## config.mk

```make
export PLATFORM = sky130hd
export DESIGN_NAME = threshold_counter
export DESIGN_NICKNAME = d
export VERILOG_FILES = /design/src/rtl/bus_pkg.sv /design/src/rtl/threshold_counter.sv
export SDC_FILE = /design/constraint.sdc
export NUM_CORES = 1
export LEC_CHECK = 0
export CORE_UTILIZATION = 42
export DETAILED_ROUTE_END_ITERATION = 10
export DONT_BUFFER_PORTS = 1
export GPL_TIMING_DRIVEN = 0
export PLACE_DENSITY = 0.68
export SETUP_SLACK_MARGIN = 0.02
export SLEW_MARGIN = 20
export SYNTH_ARGS = -nofsm -noshare
export SYNTH_HDL_FRONTEND = slang
export SYNTH_SLANG_ARGS = --single-unit
```

## constraint.sdc

```tcl
create_clock -name clk -period 2.7 [get_ports clk]
set_input_delay 0 -clock clk [delete_from_list [all_inputs] [get_ports clk]]
set_output_delay 0 -clock clk [all_outputs]
set_load 0.02 [all_outputs]
```

## src/rtl/bus_pkg.sv

```systemverilog
// bus_pkg: com-state and controller command encodings shared by the
// serial-bus controller, its masters and the ownership watchdog.
package bus_pkg;

    localparam logic [1:0] END_COM  = 2'b00;
    localparam logic [1:0] NAK      = 2'b01;
    localparam logic [1:0] WAIT_ACK = 2'b10;
    localparam logic [1:0] COM      = 2'b11;

    localparam logic [1:0] WAIT   = 2'b00;
    localparam logic [1:0] STOP_S = 2'b01;
    localparam logic [1:0] STOP_P = 2'b10;
    localparam logic [1:0] CLEAR  = 2'b11;

endpackage

```

## src/rtl/threshold_counter.sv

```systemverilog
// threshold_counter: counts cycles the granted master spends in COM and raises
// a sticky, registered thresh flag once THRESH such cycles have accumulated.
module threshold_counter
    import bus_pkg::*;
#(
    parameter int THRESH     = 1000,
    parameter int M_ID_WIDTH = 1,
    parameter int CNT_WIDTH  = $clog2(THRESH + 1)
) (
    input  logic                  clk,
    input  logic                  rstN,
    input  logic [1:0]            cur_com_state,
    input  logic [M_ID_WIDTH-1:0] cur_master,
    output logic                  thresh
);

    localparam logic [1:0] IDLE    = 2'd0;
    localparam logic [1:0] COUNT   = 2'd1;
    localparam logic [1:0] EXPIRED = 2'd2;

    localparam logic [CNT_WIDTH:0] THRESH_W = (CNT_WIDTH + 1)'(THRESH);

    logic [CNT_WIDTH-1:0]  count_q, count_d;
    logic [M_ID_WIDTH-1:0] prev_master_q;
    logic [1:0]            state_q, state_d;
    logic                  thresh_q, thresh_d;
    logic [CNT_WIDTH:0]    count_inc;

    // One extra bit so the compare against THRESH can never be fooled by a wrap.
    assign count_inc = {1'b0, count_q} + 1'b1;

    always_comb begin
        count_d  = count_q;
        thresh_d = thresh_q;
        state_d  = state_q;
        if (cur_master != prev_master_q || cur_com_state == END_COM || cur_com_state == NAK) begin
            count_d  = '0;
            thresh_d = 1'b0;
            state_d  = IDLE;
        end else if (cur_com_state == COM && state_q != EXPIRED) begin
            count_d  = count_inc[CNT_WIDTH-1:0];
            thresh_d = count_inc == THRESH_W;
            state_d  = count_inc == THRESH_W ? EXPIRED : COUNT;
        end
    end

    always_ff @(posedge clk or negedge rstN) begin
        if (!rstN) begin
            count_q       <= '0;
            thresh_q      <= 1'b0;
            state_q       <= IDLE;
            prev_master_q <= '0;
        end else begin
            count_q       <= count_d;
            thresh_q      <= thresh_d;
            state_q       <= state_d;
            prev_master_q <= cur_master;
        end
    end

    assign thresh = thresh_q;

endmodule

```

==> reports/metrics.csv <==
metric,value,unit
synth_cell_types,30,
cap_violations,0,
arrival,1800,ps
synth.largest_area_cell,dfrtp_1,
ios,6,
antenna_found_initial,0,
p_switching,0.0000823,W
p_comb_share,6.9,%
die_h,44.1,um
worstPathCellList,ha_1 -> and2_1 -> nand3_1 -> or3_1 -> a21oi_1,
dpl.hpwl,1030,um
rsz0062_at_grt,no,
skew,0.970,ps
remaining_drc_errors,1,
slew_headroom,60.1,%
p_per_area,417,nW/um^2
clock.fmax,625,MHz
grt_max_degree,14,
netlist.area_leader.share,43.7,%
p_seq_share,57.9,%
synth_flop_cell,dfrtp_1,
status,"finished, violations left",
dr_total_vias,590,
slowest_delay,440,ps
vias_per_cell,5.73,
cts_buffers,3,
worstSetupStartpointType,register,
core_area,1580,um^2
slowest_stage,dfrtp_1,
path_buf_inv,0,
top_layer,met4,
htreeDepth,1,
die_x,44.1,um
clkSinkCount,13,
synth.top_cells.by_area,"dfrtp_1 44%, xor2_1 8.2%, nand2_1 4.0%, nor2_1 4.0%, and2_1 3.4%",
synth_compound_area_share,10.3,%
n_fill_cell,159,
violations,DRC,
cts_tree,done,
yosys_register_bits,13,
totalWireLength,1420,um
final_common_cell,dfrtp_1,
overflow,0,
rows,14,
p_leak,0.340,nW
clock_latency,280,ps
globalplace.congestion,0.793,
initial_core_util,47.2,%
synth_xor_area_share,9.41,%
required,2900,ps
grt_pass1_vias,589,
synth_edf_count,0,
seqCellArea,325,um^2
clk_pin_slew,80,ps
period_needed,1600,ps
wl_met2,700,um
wire_per_inst,13.8,um
power.share.clock,35.1,%
worst-path-max-fanout,6,
wirelength_met1,656,um
cts_root_buf,clkbuf_4,
maxSlewViolCount,0,
total_power,0.000346,W
setup_viol,0,
placed_area,764,um^2
ys.warnings.count,0,
hp-class,in -> reg,
synth_cells,79,
worst_pin_slew,597,ps
drive_above_1_share,9.20,%
num-nets-final,94,
worstSetupPathType,reg -> reg,
drt_iter0_markers,9,
final_cell_mix,"13 x dfrtp_1, 8 x nand2_1, 8 x nor2_1",
yosys.area_share.simple,29.9,%
synth_mux_area_share,2.69,%
port_buffers,0,
synth_area,744,um^2
grt_pass1_wl,2510,um
post-cts-setup-buffers,0,
multiInputGateArea,402,um^2
postSynthAreaPerCell,9.42,um^2
synth-async-reset-ratio,100,%
ys_seq_area_share,43.7,%
dr_wl_met3,31,um
fin_tns_setup,0,ps
grt_use_total,18.1,%
crit_path_end_kind,register,
fin_area,831,um^2
synthToLayoutAreaGrowth,11.6,%
dr.pass1.iters,7,
hold_viol_final,0,
antenna_left,0,
p_int,0.000264,W
synthAdderAreaFrac,1.68,%
p_sw_share,23.8,%
diodes,0,
synth_top_family_by_area,simple AND/OR/NAND/NOR gates,
clockBufferDepth,2,
ir_drop,0.000227,V
dieArea,1940,um^2
critical-path-top-delay-family,simple AND/OR/NAND/NOR gates,
syn_nets,85,
finalCritPeriodShare,59.2,%
sequential cells by signal, summed over array words and instances, names as in the netlist:
name / flops
state_q: 2
count_q: 10
prev_master_q: 1
metrics by stage:
step	std cells	worst slack, ps	util [%]	hold slack [ps]
6_report	103	1100	52.7	69.2
4_1_cts	103	1090	52.7	58.6
5_1_grt	103	956	52.7	97.9
3_3_place_gp	95	1140	48.5	-295
3_5_place_dp	95	1110	48.5	-295
2_1_floorplan	79	1280	-	-296
kinds of logic after synthesis:
kind of cell,count (synthesis)
mux,2
buf+inv,4
simple gates,39
fa+ha+maj,1
compound gates,12
xor+xnor,8
flops,13
tightest hold or removal path, stage by stage:
cell and delay, ps:
buf_2 160, nand3_1 90, a21oi_1 50
Yosys cell counts (2+ instances only):
library cell	instances
dfrtp_1	13
nand2_1	8
nor2_1	8
xor2_1	7
a21oi_1	4
and2_1	4
nand3_1	4
nand4_1	4
and3_1	2
buf_2	2
mux2i_1	2
o21ai_0	2
or3_1	2
routing by layer:
| metal | vias to the layer above | track usage [%] |
|---|---|---|
| li1 | 301 | - |
| met1 | 279 | 22.1 |
| met2 | 6 | 29.4 |
| met3 | 4 | 2.45 |
| met4 | 0 | 12.7 |
| met5 | - | 0 |
timing repair:
| action | in CTS | in global routing |
|---|---|---|
| hold buffers | 4 | 0 |
| endpoints found under the hold margin | 19 | 0 |
| gates resized for setup | 0 | 0 |
worst paths after layout:
path / cells after the start / to / start / slack, ps
setup / recovery: 5 / count_q[8]$_DFFE_PN0P_ / count_q[0]$_DFFE_PN0P_ / 1100
hold / removal: 3 / count_q[1]$_DFFE_PN0P_ / cur_com_state[0] / 70
setup reg to reg: 5 / count_q[8]$_DFFE_PN0P_ / count_q[0]$_DFFE_PN0P_ / 1100
hold reg to reg: 3 / state_q[1]$_DFFE_PN0P_ / state_q[0]$_DFFE_PN0P_ / 570
max in group asynchronous: 1 / count_q[3]$_DFFE_PN0P_ / rstN / 2150
min in group asynchronous: 1 / count_q[7]$_DFFE_PN0P_ / rstN / 160
layout make-up:
type | instances | area share (%)
multi-input cells | 62 | 48.3
flip-flops and latches | 13 | 39.2
repair buffers | 4 | 4.82
clock buffers | 4 | 3.16
well taps | 16 | 2.41
plain buffers | 3 | 1.66
inverters | 1 | 0.452
power by group through the flow:
| stage | sequential (W) | clock, W | combinational, W |
|---|---|---|---|
| finish | 0.000201 | 0.000122 | 0.0000240 |
| global route | 0.000201 | 0.000139 | 0.0000274 |
| CTS | 0.000201 | 0.000127 | 0.0000244 |
| detailed placement | 0.000205 | 0 | 0.0000152 |
| global placement | 0.000204 | 0 | 0.0000148 |
| floorplan | 0.000204 | 0 | 0.0000122 |
(Power assumes the default switching activity.)
